`src/rtl/matmul_controller_pkg.sv`:
```
// rtl/matmul_controller_pkg.sv - shared encodings for the matrix-multiply sequencer
package matmul_controller_pkg;

    // Register-file access type (out_rf_type)
    localparam logic [1:0] TYPE_CELL = 2'b00;
    localparam logic [1:0] TYPE_ROW  = 2'b01;
    localparam logic [1:0] TYPE_COL  = 2'b10;

    // Register-file matrix select (out_rf_select); 2'b11 is never driven
    localparam logic [1:0] SEL_A = 2'b00;
    localparam logic [1:0] SEL_B = 2'b01;
    localparam logic [1:0] SEL_C = 2'b10;

    typedef enum logic [2:0] {
        S_IDLE    = 3'd0,
        S_RD_ROW  = 3'd1,
        S_RD_COL  = 3'd2,
        S_LAT_COL = 3'd3,
        S_MAC     = 3'd4,
        S_WR      = 3'd5,
        S_DONE    = 3'd6
    } state_t;

endpackage

```
`src/rtl/matmul_controller_mac_unit.sv`:
```
// rtl/matmul_controller_mac_unit.sv - multiply-accumulate datapath, wraps modulo 2^cell_width
module matmul_controller_mac_unit #(
    parameter int cell_width = 32
) (
    input  logic                  in_clk,
    input  logic                  in_reset,
    input  logic                  in_clr,
    input  logic                  in_en,
    input  logic [cell_width-1:0] in_a,
    input  logic [cell_width-1:0] in_b,
    output logic [cell_width-1:0] out_acc
);

    logic [cell_width-1:0] acc_q;
    logic [cell_width-1:0] acc_d;
    logic [cell_width-1:0] prod;

    // Low half of the product only; the sum is identical for signed and unsigned cells
    always_comb begin
        prod  = in_a * in_b;
        acc_d = acc_q;
        if (in_clr) begin
            acc_d = '0;
        end else if (in_en) begin
            acc_d = acc_q + prod;
        end
    end

    // Accumulator register
    always_ff @(posedge in_clk or negedge in_reset) begin
        if (!in_reset) begin
            acc_q <= '0;
        end else begin
            acc_q <= acc_d;
        end
    end

    assign out_acc = acc_q;

endmodule

```
`src/rtl/matmul_controller.sv`:
```
// rtl/matmul_controller.sv - sequencer computing C = A x B over the coprocessor register file
module matmul_controller
    import matmul_controller_pkg::*;
#(
    parameter int size          = 10,
    parameter int address_width = $clog2(size * size),
    parameter int cell_width    = 32,
    parameter int width         = cell_width * size
) (
    input  logic                     in_clk,
    input  logic                     in_reset,
    input  logic                     in_start,
    input  logic [width-1:0]         in_rf_data,
    output logic [address_width-1:0] out_rf_address,
    output logic [width-1:0]         out_rf_data,
    output logic [1:0]               out_rf_type,
    output logic [1:0]               out_rf_select,
    output logic                     out_rf_read_en,
    output logic                     out_rf_write_en,
    output logic                     out_busy,
    output logic                     out_done
);

    localparam logic [address_width-1:0] LAST = address_width'(size - 1);

    state_t                    state_q, state_d;
    logic [address_width-1:0]  i_q, i_d;
    logic [address_width-1:0]  j_q, j_d;
    logic [address_width-1:0]  k_q, k_d;
    logic [width-1:0]          row_buf_q, row_buf_d;
    logic [width-1:0]          col_buf_q, col_buf_d;
    logic                      row_pending_q, row_pending_d;

    logic                      mac_clr;
    logic                      mac_en;
    logic [cell_width-1:0]     row_cell;
    logic [cell_width-1:0]     col_cell;
    logic [cell_width-1:0]     acc;

    // Select cell k of the buffered row and column as the MAC operands
    always_comb begin
        row_cell = '0;
        col_cell = '0;
        for (int n = 0; n < size; n++) begin
            if (k_q == address_width'(n)) begin
                row_cell = row_buf_q[n*cell_width +: cell_width];
                col_cell = col_buf_q[n*cell_width +: cell_width];
            end
        end
    end

    matmul_controller_mac_unit #(
        .cell_width (cell_width)
    ) u_mac (
        .in_clk   (in_clk),
        .in_reset (in_reset),
        .in_clr   (mac_clr),
        .in_en    (mac_en),
        .in_a     (row_cell),
        .in_b     (col_cell),
        .out_acc  (acc)
    );

    // Next-state, counter updates and Moore outputs decoded from state and counters
    always_comb begin
        state_d         = state_q;
        i_d             = i_q;
        j_d             = j_q;
        k_d             = k_q;
        row_buf_d       = row_buf_q;
        col_buf_d       = col_buf_q;
        row_pending_d   = row_pending_q;
        mac_clr         = 1'b0;
        mac_en          = 1'b0;
        out_rf_address  = '0;
        out_rf_data     = '0;
        out_rf_type     = TYPE_CELL;
        out_rf_select   = SEL_A;
        out_rf_read_en  = 1'b0;
        out_rf_write_en = 1'b0;
        out_busy        = 1'b0;
        out_done        = 1'b0;

        case (state_q)
            S_IDLE: begin
                if (in_start) begin
                    i_d     = '0;
                    j_d     = '0;
                    state_d = S_RD_ROW;
                end
            end
            S_RD_ROW: begin
                out_busy       = 1'b1;
                out_rf_address = address_width'(i_q * size);
                out_rf_type    = TYPE_ROW;
                out_rf_select  = SEL_A;
                out_rf_read_en = 1'b1;
                row_pending_d  = 1'b1;
                state_d        = S_RD_COL;
            end
            S_RD_COL: begin
                // Row data requested last cycle arrives now; later columns reuse row_buf
                out_busy       = 1'b1;
                out_rf_address = j_q;
                out_rf_type    = TYPE_COL;
                out_rf_select  = SEL_B;
                out_rf_read_en = 1'b1;
                if (row_pending_q) begin
                    row_buf_d     = in_rf_data;
                    row_pending_d = 1'b0;
                end
                state_d = S_LAT_COL;
            end
            S_LAT_COL: begin
                out_busy  = 1'b1;
                col_buf_d = in_rf_data;
                mac_clr   = 1'b1;
                k_d       = '0;
                state_d   = S_MAC;
            end
            S_MAC: begin
                out_busy = 1'b1;
                mac_en   = 1'b1;
                if (k_q == LAST) begin
                    state_d = S_WR;
                end else begin
                    k_d = k_q + 1'b1;
                end
            end
            S_WR: begin
                out_busy        = 1'b1;
                out_rf_address  = address_width'(i_q * size + j_q);
                out_rf_type     = TYPE_CELL;
                out_rf_select   = SEL_C;
                out_rf_write_en = 1'b1;
                out_rf_data     = width'(acc);
                if (j_q != LAST) begin
                    j_d     = j_q + 1'b1;
                    state_d = S_RD_COL;
                end else if (i_q != LAST) begin
                    j_d     = '0;
                    i_d     = i_q + 1'b1;
                    state_d = S_RD_ROW;
                end else begin
                    state_d = S_DONE;
                end
            end
            S_DONE: begin
                out_done = 1'b1;
                state_d  = S_IDLE;
            end
            default: begin
                state_d = S_IDLE;
            end
        endcase
    end

    // State, counters and operand buffers
    always_ff @(posedge in_clk or negedge in_reset) begin
        if (!in_reset) begin
            state_q       <= S_IDLE;
            i_q           <= '0;
            j_q           <= '0;
            k_q           <= '0;
            row_buf_q     <= '0;
            col_buf_q     <= '0;
            row_pending_q <= 1'b0;
        end else begin
            state_q       <= state_d;
            i_q           <= i_d;
            j_q           <= j_d;
            k_q           <= k_d;
            row_buf_q     <= row_buf_d;
            col_buf_q     <= col_buf_d;
            row_pending_q <= row_pending_d;
        end
    end

endmodule

```
`config.mk`:
```
export PLATFORM = sky130hd
export DESIGN_NAME = matmul_controller
export DESIGN_NICKNAME = d
export VERILOG_FILES = /design/src/rtl/matmul_controller_pkg.sv /design/src/rtl/matmul_controller_mac_unit.sv /design/src/rtl/matmul_controller.sv
export SDC_FILE = /design/constraint.sdc
export NUM_CORES = 2
export LEC_CHECK = 0
export CORE_MARGIN = 2
export CORE_UTILIZATION = 45
export CTS_CLUSTER_SIZE = 16
export DETAILED_ROUTE_END_ITERATION = 10
export PLACE_DENSITY = 0.76
export REMOVE_ABC_BUFFERS = 1
export SYNTH_ARGS = -nofsm -noshare
export SYNTH_HDL_FRONTEND = slang
export SYNTH_SLANG_ARGS = --single-unit
export TNS_END_PERCENT = 50
```
`constraint.sdc`:
```
create_clock -name in_clk -period 19.2 [get_ports in_clk]
set_input_delay 3.84 -clock in_clk [delete_from_list [all_inputs] [get_ports in_clk]]
set_output_delay 3.84 -clock in_clk [all_outputs]
set_load 0.05 [all_outputs]
```
==> impl_table.tex <==
\begin{tabular}{lr}
\hline
Metric & Value \\
\hline
\multicolumn{2}{l}{\textbf{Clock tree}} \\
\quad CTS clk-pin slew, worst paths & about 0.060 ns \\
\quad H-Tree Depth & 3 \\
\quad TritonCTS Sinks & $\sim$700 \\
\quad Number of buffers created by CTS & 75 \\
\quad \# resized after CTS & 0 \\
\quad Clock tree from TritonCTS & built \\
\quad Buffers inserted during post-CTS setup optimization & 0 \\
\quad Worst skew pair latency & a little under 0.7 ns \\
\quad CTS Buffer Depth & 3 \\
\quad CTS hold repair buffers & 0 \\
\quad Clock tree root buffer cell & sky130\_fd\_sc\_hd\_\_clkbuf\_16 \\
\multicolumn{2}{l}{\textbf{Die}} \\
\quad Number of cell rows & roughly 120 \\
\quad Chip height & 338 um \\
\quad Initial core utilization & 45.3\% \\
\quad Die width & 338 um \\
\quad Total die area & around 110000 sq um \\
\quad CORE AREA & between 100000 and 150000 sq um \\
\quad Count of pins on the block boundary & around 660 \\
\multicolumn{2}{l}{\textbf{STA}} \\
\quad Final max-slew violation count & 0 \\
\quad Final worst setup slack & $\sim$8.2 ns \\
\quad Worst slew margin relative to its limit & roughly an eighth \\
\quad Fin crit share & about 57\% \\
\quad Hold violation count in the final report & 0 \\
\quad Final number of setup-violating endpoints & 0 \\
\quad RSZ-0062 raised after global routing & false \\
\quad Worst-margin pin slew & 1.31 ns \\
\quad Fmax & between 0.09 and 0.1 GHz \\
\quad Worst clock skew & 0.0387 ns \\
\quad Min Tclk post-route & $\sim$11 ns \\
\quad Worst slack on hold paths & $\sim$0.47 ns \\
\quad Final TNS setup & 0 ns \\
\multicolumn{2}{l}{\textbf{Critical path}} \\
\quad Data required time at the worst endpoint & 19.80 ns \\
\quad Worst path buffer plus inverter count & 6 \\
\quad Startpoint Class & flip-flop \\
\quad Worst endpoint data arrival time & 11.56 ns \\
\quad Family of cells with the greatest summed delay on the critical path & adder cells \\
\quad Stage delay of the slowest cell on the critical path & between 0.8 and 0.9 ns \\
\quad Most used cell along the critical path & sky130\_fd\_sc\_hd\_\_fa\_1 \\
\quad Kind of capture point of the worst setup path & flip-flop \\
\quad Category of the critical setup timing path & flip-flop to flip-flop \\
\quad Maximum fanout count along the critical path & 19 \\
\quad Cell with the biggest individual delay on the critical path & sky130\_fd\_sc\_hd\_\_or4b\_1 \\
\multicolumn{2}{l}{\textbf{Route}} \\
\quad Total length of routed met3 wires & 17100 um \\
\quad Total length of routed wires & approximately 160000 um \\
\quad Top routing layer used & met5 \\
\quad Wire length the detailed router placed on met1 & roughly 60000 um \\
\quad Average wire length per cell after detail routing & roughly 22 um \\
\quad Number of DRC violations after detailed-routing iteration 0 & 4293 \\
\quad Total iterations of the first detailed-routing run & 6 \\
\quad Drt drc & 0 \\
\quad Vias & roughly 40000 \\
\quad Met2 wire length & 73000 um \\
\quad Final antenna-violating net count & 0 \\
\quad Average via count per standard cell & 5.58 \\
\multicolumn{2}{l}{\textbf{Yosys}} \\
\quad Synth Warn \# & 0 \\
\quad Mean instance size in the synthesized netlist & 9.45 sq um \\
\quad Register area share after synthesis & approximately a third \\
\quad Count of different cell masters after synthesis & 87 \\
\quad Post-synth EDFFs & 0 \\
\quad Dominant synthesized flop cell & sky130\_fd\_sc\_hd\_\_dfrtp\_1 \\
\quad Total standard cell area after synthesis & around 50000 sq um \\
\quad Asr flop ratio synth & between 90\% and 100\% \\
\quad Post-synthesis register bit count & $\sim$700 \\
\quad Synth Instances & 5309 \\
\multicolumn{2}{l}{\textbf{Global route}} \\
\quad Via count of the first global-routing pass & 40200 \\
\quad Global-route wire length before repair & between 200000 and 250000 um \\
\quad Maximum number of pins on one net before global-route repair & between 150 and 200 \\
\quad Number of antenna violations at the first check in global routing & 13 \\
\quad Overall overflow remaining after global route & 0 \\
\quad GR Util All Layers & approximately 28\% \\
\multicolumn{2}{l}{\textbf{Status}} \\
\quad Result of the run & complete, no violations \\
\multicolumn{2}{l}{\textbf{Placement}} \\
\quad Number of port buffers & about 370 \\
\quad Setup slack after placement & $\sim$8.4 ns \\
\quad DP HPWL & 115000 um \\
\quad Routability Congestion & slightly below 1 \\
\multicolumn{2}{l}{\textbf{Layout}} \\
\quad Fill cell total of the finished layout & slightly below 10000 \\
\quad Final core utilization & between 50 and 60\% \\
\quad Sequential cell area & roughly 17000 sq um \\
\quad \# nets final & 6457 \\
\quad Area added between synthesis and finish & 13.3\% \\
\quad Fraction of layout cells with a size suffix above 1 & between 10\% and 20\% \\
\quad Multi-input gate area & 28600 sq um \\
\multicolumn{2}{l}{\textbf{Hold path}} \\
\quad Classification of the worst-slack hold path & flip-flop to flip-flop \\
\multicolumn{2}{l}{\textbf{Flow run}} \\
\quad Number of max-cap violations & 0 \\
\hline
\end{tabular}
## registers in the layout (all words and copies together), names as in the netlist
register and flops:
i_q 7, row_buf_q 320, row_pending_q 1, j_q 7
state_q 3, col_buf_q 320, u_mac.out_acc 32, k_q 7
## layout by cell type (no fill, tap or decap), types with 8 or more instances in the layout
cell type,synthesis,layout
sky130_fd_sc_hd__o21a_1,14,14
sky130_fd_sc_hd__a21oi_1,75,75
sky130_fd_sc_hd__a31oi_1,11,11
sky130_fd_sc_hd__o211ai_1,27,27
sky130_fd_sc_hd__fa_1,440,440
sky130_fd_sc_hd__mux2_2,320,320
sky130_fd_sc_hd__a22o_1,8,8
sky130_fd_sc_hd__clkbuf_8,0,14
sky130_fd_sc_hd__a221oi_1,95,93
sky130_fd_sc_hd__nor3_1,37,34
sky130_fd_sc_hd__ha_1,141,141
sky130_fd_sc_hd__o31ai_1,8,8
sky130_fd_sc_hd__a32oi_1,9,9
sky130_fd_sc_hd__clkbuf_1,205,17
sky130_fd_sc_hd__nand4_1,9,9
sky130_fd_sc_hd__or2_2,46,46
sky130_fd_sc_hd__a221o_1,43,43
sky130_fd_sc_hd__clkbuf_16,0,77
sky130_fd_sc_hd__xor2_1,26,26
sky130_fd_sc_hd__nor2_4,2,9
sky130_fd_sc_hd__conb_1,1,288
sky130_fd_sc_hd__diode_2,0,8
sky130_fd_sc_hd__clkinv_2,0,14
sky130_fd_sc_hd__nand2b_1,70,70
sky130_fd_sc_hd__nor2_1,463,458
sky130_fd_sc_hd__o21bai_1,8,8
sky130_fd_sc_hd__o221ai_1,20,17
sky130_fd_sc_hd__dfrtp_1,697,697
sky130_fd_sc_hd__inv_1,522,522
sky130_fd_sc_hd__nand3_1,26,25
sky130_fd_sc_hd__a21o_1,13,13
sky130_fd_sc_hd__o21ai_0,118,116
sky130_fd_sc_hd__a22oi_1,24,24
sky130_fd_sc_hd__clkdlybuf4s50_1,0,368
sky130_fd_sc_hd__buf_4,308,89
sky130_fd_sc_hd__xnor2_1,71,71
sky130_fd_sc_hd__nand2_1,1170,1165
sky130_fd_sc_hd__nor2b_1,19,19
sky130_fd_sc_hd__and2_1,21,20
sky130_fd_sc_hd__o22ai_1,54,52
## worst register-to-register path: cells and delay by family, from the launching register on
family	cells	cell delay (ns)
adders and majority gates	9	4.41
AOI/OAI and AO/OA	7	2.78
and+or+nand+nor	6	2.55
buffers and inverters	6	0.61
DFF	1	0.56
## cell type report
type	instances	area share, %
inverter	523	3.45
sequential	697	30.7
multi-input combinational	3795	50.3
timing repair buffer	461	7.78
clock buffer	108	3.84
antenna	8	0.0352
clock inverter	29	0.598
tap	1488	3.27
## synth_stat cells, drive strengths merged, types with 9 or more instances
cell type	number	area share [%]
a31oi	13	0.19
buf	376	5.3
a32oi	9	0.16
a21o	13	0.19
o21a	14	0.21
and2	21	0.26
nand4	9	0.11
ha	141	3.5
nor3	40	0.45
nand3	26	0.26
o211ai	29	0.45
dfrtp	697	35
a22oi	25	0.38
fa	440	18
xnor2	71	1.2
o22ai	57	0.75
inv	522	3.9
a221oi	96	1.7
mux2	320	7.2
or2	47	0.59
o221ai	21	0.38
o21ai	126	1.3
nor2b	19	0.24
a221o	43	0.86
a211oi	9	0.15
clkbuf	205	1.5
xor2	26	0.45
nand2	1170	8.8
nor2	473	3.6
nand2b	70	0.87
a21oi	78	0.82
## per-layer routing
metal	vias up	track usage, %
li1	16900	-
met1	19900	35.8
met2	2370	43.5
met3	479	7.17
met4	8	14.8
met5	-	0
## worst paths after layout
check                                    from  slack, ns  cells past startpoint           endpoint
worst min register to register  col_buf_q[82]       0.47                      2      col_buf_q[82]
max in group asynchronous            in_reset      11.87                      5      row_buf_q[49]
worst max-delay path                   k_q[4]       8.24                     28  u_mac.out_acc[30]
min in group asynchronous            in_reset       3.21                      1             j_q[3]
worst max register to register         k_q[4]       8.24                     28  u_mac.out_acc[30]
worst min-delay path            col_buf_q[82]       0.47                      2      col_buf_q[82]
## kinds of logic after synthesis
family | Yosys count | synth area share [%]
xor gates and xnor gates | 101 | 1.88
adders and majority gates | 581 | 21.1
and+or+nand+nor | 1907 | 15.7
other | 1 | 0.00747
DFF | 697 | 34.8
muxes | 323 | 7.24
AOI/OAI and AO/OA | 595 | 8.56
buffers and inverters | 1104 | 10.8
## per-stage QoR
step,cells,area [sq um]
2_1_floorplan,5015,47800
3_3_place_gp,6964,54300
3_5_place_dp,6964,54300
4_1_cts,7101,56800
5_1_grt,7103,56900
6_report,7109,56900
Power is left out: the tool's default activity adds up to more than one toggle a clock period on the data nets, which glitch-free logic cannot reach.
